[src/rtl/mux_tree_pipe.sv]
// M-to-1 multiplexer built as a binary tree of registered 2:1 stages with valid/ready flow control.
// Define MUX_TREE_STATS_EN to add the saturating out_count result counter.
module mux_tree_pipe #(
    parameter int N = 24,
    parameter int M = 8,
    localparam int SW = $clog2(M)
) (
    input  logic           clk,
    input  logic           rst,
    input  logic [M*N-1:0] I,
    input  logic [SW-1:0]  S,
    input  logic           en,
    input  logic           in_valid,
    output logic           in_ready,
    output logic [N-1:0]   O,
    output logic           out_valid,
`ifdef MUX_TREE_STATS_EN
    output logic [15:0]    out_count,
`endif
    input  logic           out_ready
);

    genvar k;
    generate
        for (k = 0; k < SW; k++) begin : g_stg
            localparam int CIN  = M >> k;
            localparam int COUT = M >> (k + 1);
            localparam int SIW  = SW - k;

            logic [CIN*N-1:0]  data_in;
            logic [SIW-1:0]    sel_in;
            logic              vld_in;
            logic              take;
            logic              load;
            logic [COUT*N-1:0] mux_out;
            logic [COUT*N-1:0] data_p;
            logic              vld_p;

            if (k == 0) begin : g_src
                assign data_in = en ? I : '0;
                assign sel_in  = S;
                assign vld_in  = in_valid;
            end else begin : g_src
                assign data_in = g_stg[k-1].data_p;
                assign sel_in  = g_stg[k-1].g_sel.sel_p;
                assign vld_in  = g_stg[k-1].vld_p;
            end

            // take: whatever sits downstream consumes this stage's contents at the next edge
            if (k == SW - 1) begin : g_dn
                assign take = out_ready;
            end else begin : g_dn
                assign take = g_stg[k+1].load;
            end

            assign load = vld_in & (~vld_p | take);

            always_comb begin
                mux_out = '0;
                for (int j = 0; j < COUT; j++) begin
                    mux_out[j*N +: N] = sel_in[0] ? data_in[(2*j+1)*N +: N] : data_in[2*j*N +: N];
                end
            end

            // ---- stage k register boundary ----
            always_ff @(posedge clk) begin
                if (!rst) begin
                    data_p <= '0;
                    vld_p  <= 1'b0;
                end else if (load) begin
                    data_p <= mux_out;
                    vld_p  <= 1'b1;
                end else if (take) begin
                    vld_p  <= 1'b0;
                end
            end

            // Select bits not yet consumed travel with their operands
            if (SIW > 1) begin : g_sel
                logic [SIW-2:0] sel_p;
                always_ff @(posedge clk) begin
                    if (!rst) begin
                        sel_p <= '0;
                    end else if (load) begin
                        sel_p <= sel_in[SIW-1:1];
                    end
                end
            end
        end
    endgenerate

    assign in_ready  = ~g_stg[0].vld_p | g_stg[0].take;
    assign O         = g_stg[SW-1].data_p;
    assign out_valid = g_stg[SW-1].vld_p;

`ifdef MUX_TREE_STATS_EN
    function automatic logic [15:0] sat_inc(input logic [15:0] v);
        return (v == 16'hFFFF) ? v : v + 16'd1;
    endfunction

    always_ff @(posedge clk) begin
        if (!rst) begin
            out_count <= '0;
        end else if (out_valid && out_ready) begin
            out_count <= sat_inc(out_count);
        end
    end
`else
    // No result counter in this build.
`endif

endmodule
[config.mk]
export PLATFORM = sky130hd
export DESIGN_NAME = mux_tree_pipe
export DESIGN_NICKNAME = d
export VERILOG_FILES = /design/src/rtl/mux_tree_pipe.sv
export SDC_FILE = /design/constraint.sdc
export NUM_CORES = 1
export LEC_CHECK = 0
export BUFFER_PORTS_ARGS = -buffer_cell sky130_fd_sc_hd__buf_2
export CAP_MARGIN = 20
export CORE_AREA = 4 4 175 177
export CTS_CLUSTER_SIZE = 10
export DETAILED_ROUTE_END_ITERATION = 10
export DIE_AREA = 0 0 179 181
export HOLD_SLACK_MARGIN = 0.05
export SYNTH_ARGS = -nofsm -noshare
export SYNTH_HDL_FRONTEND = slang
export SYNTH_SLANG_ARGS = --single-unit
[constraint.sdc]
create_clock -name clk -period 2.4 [get_ports clk]
set_input_delay 0.24 -clock clk [delete_from_list [all_inputs] [get_ports clk]]
set_output_delay 0.24 -clock clk [all_outputs]
set_load 0.03 [all_outputs]
==> results.json, run 1 <==
{
  "outcome": "complete, no violations",
  "syn_nets": 1082,
  "ctsResizeCount": 0,
  "clock_insertion_delay_worst_skew_ns": 0.42,
  "use_met3": 0.0249,
  "gp_congestion": 0.765,
  "power_density_nw_per_um2": 630,
  "total_leakage_power_nw": 5.19,
  "crit_family": "simple AND/OR/NAND/NOR gates",
  "dp_hpwl_um": 17200,
  "min_period_ns": 1.75,
  "clockRootBuffer": "clkbuf_16",
  "period_share": 0.727,
  "area_growth_pct": 22.8,
  "hold_viol": 0,
  "track_usage": 0.141,
  "cp-end-kind": "flip-flop",
  "drc": 0,
  "grt_overflow": 0,
  "required_ns": 2.75,
  "synth-seq-cells": 174,
  "syn_avg_cell_area_um2": 9.82,
  "drv_slew": 0,
  "crit_path_max_fanout": 23,
  "cts_buffer_depth": 2,
  "synthTopCellsByArea": "dfxtp_1, mux2i_1, mux2_2",
  "viasPerCell": 4.67,
  "yosysWarnings": 0,
  "std_cell_rows": 63,
  "relSlewSlack": 0.484,
  "hp-class": "input pin to flip-flop",
  "ant_nets": 0,
  "start_kind": "flip-flop",
  "critPathArrivalTime_ns": 2.10,
  "die_y_um": 181,
  "portBuffers": 225,
  "htree_levels": 4,
  "clk_pin_slew_worst_paths_ns": 0.07,
  "hold_slack_ns": 0.0886,
  "syn-cell-area_um2": 8660,
  "die_w_um": 179,
  "die-area_um2": 32400,
  "first_pass_iters": 4,
  "syn_inst": 882,
  "setup_tns_ns": 0,
  "final_nets": 1257,
  "drt-initial-drc-count": 333,
  "grt_pass1_vias": 6946,
  "ir_worst_vdd_mv": 0.431,
  "top_usage_layer": "met2",
  "drive_gt1_frac": 0.332,
  "yosys.area.top_type": "dfxtp_1",
  "worstMarginPinSlew_ns": 0.774,
  "drv_cap": 0,
  "use_met2": 0.221,
  "cp_slowest_stage_delay_ns": 0.52,
  "grt_use_met1": 0.200,
  "initial_core_util": 0.296,
  "wirelength_um": 23200,
  "finalSetupViolations": 0,
  "antenna_found_initial": 0,
  "vias": 6818,
  "synth.distinct_cells": 20,
  "fmax_mhz": 573,
  "numCtsBuffers": 17,
  "cts.sink_count": 174,
  "rsz0062_at_grt": "false",
  "core_um2": 29200,
  "cpMaxStageDelayCell": "dfxtp_1",
  "grt_max_degree": 177,
  "path_cells": "nand4b_2 -> nand2_8 -> buf_4 -> mux2i_1",
  "finClkSkew_ns": 0.00897,
  "ys_seq_area_frac": 0.402,
  "io_pins": 226,
  "wl_per_cell_um": 15.9,
  "yosys.area.top_type_share": 0.402,
  "path_class": "flip-flop to flip-flop",
  "grt_pass1_wl_um": 36500,
  "antenna_cells": 0,
  "cts_tree": "done",
  "critPathBufInv": 1
}
[placed cells by master, fill, tap and decap left out, types with 2 or more instances in the layout]
cell,count
a21boi_1,3
buf_12,8
buf_2,223
buf_4,11
clkbuf_1,2
clkbuf_16,17
clkbuf_8,3
clkinv_2,5
clkinvlp_4,2
dfxtp_1,172
dfxtp_2,2
inv_1,3
mux2_1,20
mux2_2,76
mux2i_1,171
nand2_1,197
nand3_1,72
o211a_1,72
[kinds of logic (layout without fill, tap and decap cells)]
kind of cell | Yosys count | count (layout) | synth area share
and+or+nand+nor | 276 | 276 | 0.135
DFF | 174 | 174 | 0.402
buffers and inverters | 90 | 278 | 0.0550
muxes | 267 | 267 | 0.322
AOI/OAI and AO/OA | 75 | 75 | 0.0858
[what timing repair did]
action | CTS | global route
buffers inserted | 0 | 0
hold buffers | 1 | 0
endpoints found under the hold margin | 1 | 0
[synthesized netlist by cell type]
cell	number
a21boi_1	3
and2_1	3
buf_1	6
buf_2	29
buf_4	13
buf_6	7
clkbuf_1	31
clkbuf_2	1
dfxtp_1	174
inv_1	3
mux2_1	20
mux2_2	76
mux2i_1	171
nand2_1	197
nand2_2	1
nand2b_1	1
nand3_1	72
nand3b_4	1
nand4b_2	1
o211a_1	72
[path summary, 6_finish.rpt]
check	from	end	slack (ns)	cells past startpoint
setup / recovery	g_stg[1].vld_p$_SDFFE_PN0P_	g_stg[0].data_p[16]$_SDFFE_PN0P_	0.65	4
hold / removal	S[2]	g_stg[0].g_sel.sel_p[1]$_SDFFE_PN0P_	0.09	3
setup reg to reg	g_stg[1].vld_p$_SDFFE_PN0P_	g_stg[0].data_p[16]$_SDFFE_PN0P_	0.65	4
hold reg to reg	g_stg[0].data_p[67]$_SDFFE_PN0P_	g_stg[0].data_p[67]$_SDFFE_PN0P_	0.46	2
[stage by stage]
| stage | cells | utilization | worst slack (ns) | instance area, um^2 | total power, W |
|---|---|---|---|---|---|
| after global routing | 1460 | 0.364 | 0.551 | 10600 | 0.00698 |
| after CTS | 1460 | 0.364 | 0.628 | 10600 | 0.00678 |
| final | 1460 | 0.364 | 0.654 | 10600 | 0.00670 |
| after detailed placement | 1427 | 0.344 | 0.647 | 10100 | 0.00415 |
| after floorplan | 882 | - | 0.674 | 8660 | 0.00380 |
| after global placement | 1427 | 0.344 | 0.718 | 10100 | 0.00414 |
[routing by layer]
metal  vias up  wire length (um)
li1       3443                 -
met1      3192             11200
met2       165             10800
met3        18               991
met4         0               259
met5         -                 0
[power breakdown]
| part | switching [W] | internal (W) | total (W) |
|---|---|---|---|
| sequential | 0.0000944 | 0.00304 | 0.00313 |
| clock | 0.00111 | 0.00151 | 0.00262 |
| combinational | 0.000481 | 0.000466 | 0.000947 |
| total | 0.00169 | 0.00501 | 0.00670 |
[area by class of cell]
cell class	count	area, um^2
clock inverter	10	87.6
tap	390	488
clock buffer	22	474
inverter	3	11.3
fill	2966	18600
multi-input combinational	618	4720
timing repair buffer	243	1370
sequential	174	3490
[sequential cells by signal, summed over array words and instances, names as in the netlist]
| signal | flops |
|---|---|
| out_valid | 1 |
| O | 24 |
| g_stg.vld_p | 2 |
| g_stg.data_p | 144 |
| g_stg.g_sel.sel_p | 3 |
[tightest hold or removal path, delay by kind of cell]
family	cells	cell delay (ns)
buffers and inverters	1	0.10
multiplexers	1	0.06
AND/OR/NAND/NOR	1	0.06
Power figures use the tool's default switching activity.
==> inputs of run 2 (changes only) <==
Clock period 2.4 ns to 1.4 ns, I/O delays scaled along.
==> run 2 against run 1 <==
Against the previous run: first-iteration DRC count rose by 0.60%; register-to-register slack got worse by 0.56 ns; cell area rose by 2.0%; via count rose by 0.88%; die area did not move; worst setup slack got worse by 0.60 ns; sequential cell count did not move; largest power group unchanged.
==> results.json, run 2 (synthesized netlist as in run 1, its figures left out) <==
{
  "core_um2": 29200,
  "cts_buffer_depth": 2,
  "p_sw_w": 0.00298,
  "r2r_slack_ns": 0.09,
  "track_usage": 0.141,
  "postCtsSetupRepairBufs": 0,
  "finClkSkew_ns": 0.00680,
  "cpMaxStageDelayCell": "dfxtp_4",
  "min_period_ns": 1.34,
  "clock_insertion_delay_worst_skew_ns": 0.43,
  "io_pins": 226,
  "crit_family": "flip-flops",
  "total_leakage_power_nw": 5.31,
  "cp_slowest_stage_delay_ns": 0.40,
  "grt_pass1_vias": 6858,
  "viasPerCell": 4.66,
  "portBuffers": 225,
  "clk_pin_slew_worst_paths_ns": 0.06,
  "first_pass_iters": 5,
  "drc": 0,
  "layoutNonFillerInstCount": 1477,
  "drv_slew": 0,
  "outcome": "complete, no violations",
  "numCtsBuffers": 17,
  "worstMarginPinSlew_ns": 0.415,
  "multi_input_area_um2": 4730,
  "nFillCells": 2959,
  "htree_levels": 4,
  "finalSetupViolations": 0,
  "wirelength_um": 23200,
  "power_w": 0.0116,
  "largest_reg_flops": 144,
  "path_cells": "nand4b_4 -> buf_4",
  "regArea_um2": 3490,
  "start_kind": "flip-flop",
  "die_y_um": 181,
  "wl_per_cell_um": 15.7,
  "grt_overflow": 0,
  "internal-power_w": 0.00862,
  "drv_cap": 0,
  "initial_core_util": 0.296,
  "cts.sink_count": 174,
  "p_clk_frac": 0.393,
  "rsz0062_at_grt": "false",
  "std_cell_rows": 63,
  "setup_tns_ns": 0,
  "crit_path_max_fanout": 4,
  "critPathArrivalTime_ns": 1.20,
  "antenna_found_initial": 0,
  "drt-initial-drc-count": 335,
  "ir_worst_vdd_mv": 0.776,
  "drive_gt1_frac": 0.341,
  "relSlewSlack": 0.723,
  "hold_viol": 0,
  "cp-end-kind": "primary output",
  "fmax_mhz": 744,
  "final_cell_mix": "buf_2, nand2_1, mux2i_1, dfxtp_1, mux2_2",
  "path_class": "flip-flop to primary output",
  "grt_max_degree": 87,
  "cts_tree": "done",
  "vias": 6878,
  "final_common_cell": "buf_2",
  "area_growth_pct": 25.2,
  "critPathBufInv": 1,
  "top_register": "g_stg.data_p",
  "clockRootBuffer": "clkbuf_16",
  "die-area_um2": 32400,
  "period_share": 0.960,
  "power_density_nw_per_um2": 1070,
  "placedCellCount": 1442,
  "dp_hpwl_um": 17400,
  "ant_nets": 0,
  "grt_pass1_wl_um": 36300,
  "gp_congestion": 0.744,
  "seq_power_share": 0.463,
  "die_w_um": 179,
  "antenna_cells": 0,
  "hp-class": "input pin to flip-flop",
  "final_nets": 1274,
  "power_frac_comb": 0.144,
  "required_ns": 1.26,
  "sw_frac_of_total": 0.257
}
-- run 2: cell types whose count changed in the layout (fill, tap and decap cells not counted), moves of 2 or more --
| cell | change |
|---|---|
| buf_4 | +11 |
| dlygate4sd3_1 | +2 |
| inv_6 | +2 |
| dfxtp_4 | +2 |
| clkbuf_8 | -3 |
| buf_12 | +4 |
| clkinv_2 | -3 |
| dfxtp_1 | -2 |
-- run 2: worst paths after layout --
path,from,to,depth (start not counted)
setup / recovery,out_valid$_SDFFE_PN0P_,in_ready,2
hold / removal,I[71],g_stg[0].data_p[47]$_SDFFE_PN0P_,4
setup reg to reg,out_valid$_SDFFE_PN0P_,g_stg[0].data_p[80]$_SDFFE_PN0P_,4
hold reg to reg,g_stg[0].data_p[28]$_SDFFE_PN0P_,g_stg[0].data_p[28]$_SDFFE_PN0P_,2
-- run 2: per-layer routing --
metal  track usage  wire (um)  vias to the layer above
met5             0          0                        -
met4        0.0362        338                        0
met3        0.0274        927                       19
met2         0.228      11200                      160
met1         0.194      10700                     3219
li1              -          -                     3480
-- run 2: per-stage QoR --
step                utilization  hold WS [ns]  worst slack (ns)  cell area (um^2)
finish                    0.371        0.0921            0.0565             10800
global route              0.371         0.102           0.00565             10800
CTS                       0.371        0.0790            0.0124             10800
detailed placement        0.350         0.387            0.0749             10200
global placement          0.350         0.379             0.105             10200
floorplan                     -         0.268           0.00173              8670
-- run 2: cell type report --
cell class / count / share of cell area
flip-flops and latches: 174 / 0.322
inverters: 3 / 0.00104
repair buffers: 260 / 0.144
clock inverters: 11 / 0.00969
multi-input cells: 618 / 0.436
clock buffers: 21 / 0.0426
well taps: 390 / 0.0450
-- run 2: what timing repair did --
action	4_1_cts	5_1_grt
cloned	0	0
resized for setup	1	2
pin swaps	0	0
hold endpoints to repair	3	0
hold buffers	3	0
endpoints found under the setup margin	1	1
-- run 2: worst min-delay path: stages --
cell and delay, ns:
buf_2 0.07, mux2_1 0.11, nand2_1 0.05, mux2i_1 0.10
-- run 2: power groups by stage --
stage / clock network, W / logic, W / registers, W
after floorplan: 0 / 0.00103 / 0.00549
after global placement: 0 / 0.00166 / 0.00549
after detailed placement: 0 / 0.00169 / 0.00549
after CTS: 0.00467 / 0.00170 / 0.00538
after global routing: 0.00489 / 0.00184 / 0.00540
final: 0.00456 / 0.00167 / 0.00538
==> inputs of run 3 (changes only) <==
Settings changed: CORE_AREA 4 4 175 177 to 2 2 173 175, CTS_CLUSTER_SIZE 10 to 40, DIE_AREA 0 0 179 181 to 0 0 175 177.
Clock period 1.4 ns to 1.5 ns, I/O delays scaled along.
==> run 3 against run 2 <==
Against the previous run: cell count decreased by 0.27%; count of clock-buffer cells in the layout is 2 lower; via count down 1.7%; sequential cell count unchanged; total power shrank 4.3%; sequential power is 6.9% lower; sequential share of layout area is 0.15 points lower; register-to-register slack gained 0.05 ns; cell area is 0.39% higher.
==> results.json, run 3 (synthesized netlist as in run 1, its figures left out) <==
{
  "die_y_um": 177,
  "std_cell_rows": 63,
  "drive_gt1_frac": 0.341,
  "rr_startpoint": "g_stg[0].g_sel.sel_p[0]$_SDFFE_PN0P_",
  "viasPerCell": 4.59,
  "start_kind": "flip-flop",
  "min_period_ns": 1.36,
  "relSlewSlack": 0.629,
  "hp-class": "input pin to flip-flop",
  "setup_tns_ns": 0,
  "portBuffers": 225,
  "grt_overflow": 0,
  "total_leakage_power_nw": 5.31,
  "wl_per_cell_um": 15.5,
  "r2r_slack_ns": 0.14,
  "drv_slew": 0,
  "initial_core_util": 0.296,
  "antenna_found_initial": 0,
  "whs_endpoint": "g_stg[0].data_p[28]$_SDFFE_PN0P_",
  "antenna_cells": 0,
  "final_nets": 1270,
  "top_register": "g_stg.data_p",
  "clockRootBuffer": "clkbuf_16",
  "area_growth_pct": 25.7,
  "final_cell_mix": "buf_2, nand2_1, mux2i_1, dfxtp_1, mux2_2",
  "rr_endpoint": "g_stg[1].data_p[45]$_SDFFE_PN0P_",
  "die_w_um": 175,
  "grt_pass1_wl_um": 35500,
  "first_pass_iters": 4,
  "path_class": "flip-flop to primary output",
  "gp_congestion": 0.773,
  "fmax_mhz": 733,
  "critPathArrivalTime_ns": 1.21,
  "outcome": "complete, no violations",
  "core_um2": 29200,
  "crit_path_max_fanout": 4,
  "power_density_nw_per_um2": 1020,
  "cts_buffer_depth": 2,
  "place_area_um2": 10200,
  "hold_start": "I[76]",
  "numCtsBuffers": 17,
  "hold_depth": 4,
  "drv_cap": 0,
  "finClkSkew_ns": 0.0153,
  "worstMarginPinSlew_ns": 0.557,
  "drc": 0,
  "ant_nets": 0,
  "ff2ff_path_depth": 4,
  "die-area_um2": 31000,
  "required_ns": 1.35,
  "dp_hpwl_um": 16800,
  "final_common_cell": "buf_2",
  "htree_levels": 4,
  "clock_insertion_delay_worst_skew_ns": 0.44,
  "ir_worst_vdd_mv": 0.581,
  "finalSetupViolations": 0,
  "io_pins": 226,
  "cts_tree": "done",
  "vias": 6763,
  "cts.sink_count": 174,
  "cp-end-kind": "primary output",
  "hold_viol": 0,
  "track_usage": 0.145,
  "period_share": 0.910,
  "largest_reg_flops": 144,
  "clk_pin_slew_worst_paths_ns": 0.07,
  "grt_pass1_vias": 6601,
  "wirelength_um": 22800,
  "rsz0062_at_grt": "false",
  "drt-initial-drc-count": 393,
  "grt_max_degree": 129,
  "final_area_um2": 10900
}
## run 3: cell types whose count changed in the layout (fill, tap and decap cells not counted), moves of 2 or more
| cell | before | now |
|---|---|---|
| buf_4 | 22 | 14 |
| clkbuf_1 | 3 | 1 |
| buf_12 | 12 | 15 |
| bufinv_16 | 1 | 3 |
| clkinvlp_4 | 2 | 5 |
## run 3: power breakdown
| part | switching (W) | internal, W |
|---|---|---|
| Combinational | 0.000777 | 0.000789 |
| Clock | 0.00186 | 0.00267 |
| Sequential | 0.000147 | 0.00486 |
## run 3: how the worst max path moves through the flow
stage	startpoint	end	slack (ns)	cells after the start
6_report	g_stg[1].vld_p$_SDFFE_PN0P_	in_ready	0.14	2
5_1_grt	g_stg[0].vld_p$_SDFFE_PN0P_	g_stg[1].g_sel.sel_p$_SDFFE_PN0P_	0.07	4
4_1_cts	g_stg[1].vld_p$_SDFFE_PN0P_	in_ready	0.01	2
3_5_place_dp	g_stg[1].vld_p$_SDFFE_PN0P_	g_stg[0].data_p[39]$_SDFFE_PN0P_	0.09	4
3_3_place_gp	g_stg[1].vld_p$_SDFFE_PN0P_	g_stg[0].data_p[16]$_SDFFE_PN0P_	0.13	4
2_1_floorplan	out_valid$_SDFFE_PN0P_	g_stg[0].data_p[55]$_SDFFE_PN0P_	0.05	5
## run 3: metal layers
layer	wire [um]	GRT usage	up-vias
met5	0	0	-
met4	233	0.0392	0
met3	763	0.0249	14
met2	10700	0.234	142
met1	11100	0.200	3142
li1	-	-	3465
## run 3: cell type report
class,count,area (um^2)
timing repair buffer,256,1560
clock buffer,19,443
tap,390,488
sequential,174,3490
multi-input combinational,618,4730
inverter,3,11.3
fill,2950,18400
clock inverter,13,164
## run 3: through the flow
stage	power, W	cells	util	setup slack (ns)	hold WS (ns)
after floorplan	0.00609	882	-	0.0531	0.278
after global placement	0.00668	1438	0.350	0.127	0.417
after detailed placement	0.00669	1438	0.350	0.0855	0.413
after CTS	0.0112	1473	0.372	0.0145	0.0937
after global routing	0.0116	1473	0.372	0.0674	0.107
final	0.0111	1473	0.372	0.135	0.104
## run 3: repair_timing
| item | in CTS | in global routing |
|---|---|---|
| hold buffers | 3 | 0 |
| buffers inserted | 0 | 0 |
| gates resized for setup | 0 | 1 |
| setup endpoints to repair | 0 | 9 |
| endpoints found under the hold margin | 3 | 0 |
## run 3: critical path: stages, from the launching register on
cell and delay [ns]:
dfxtp_2 0.40, nand4b_4 0.16, buf_2 0.22
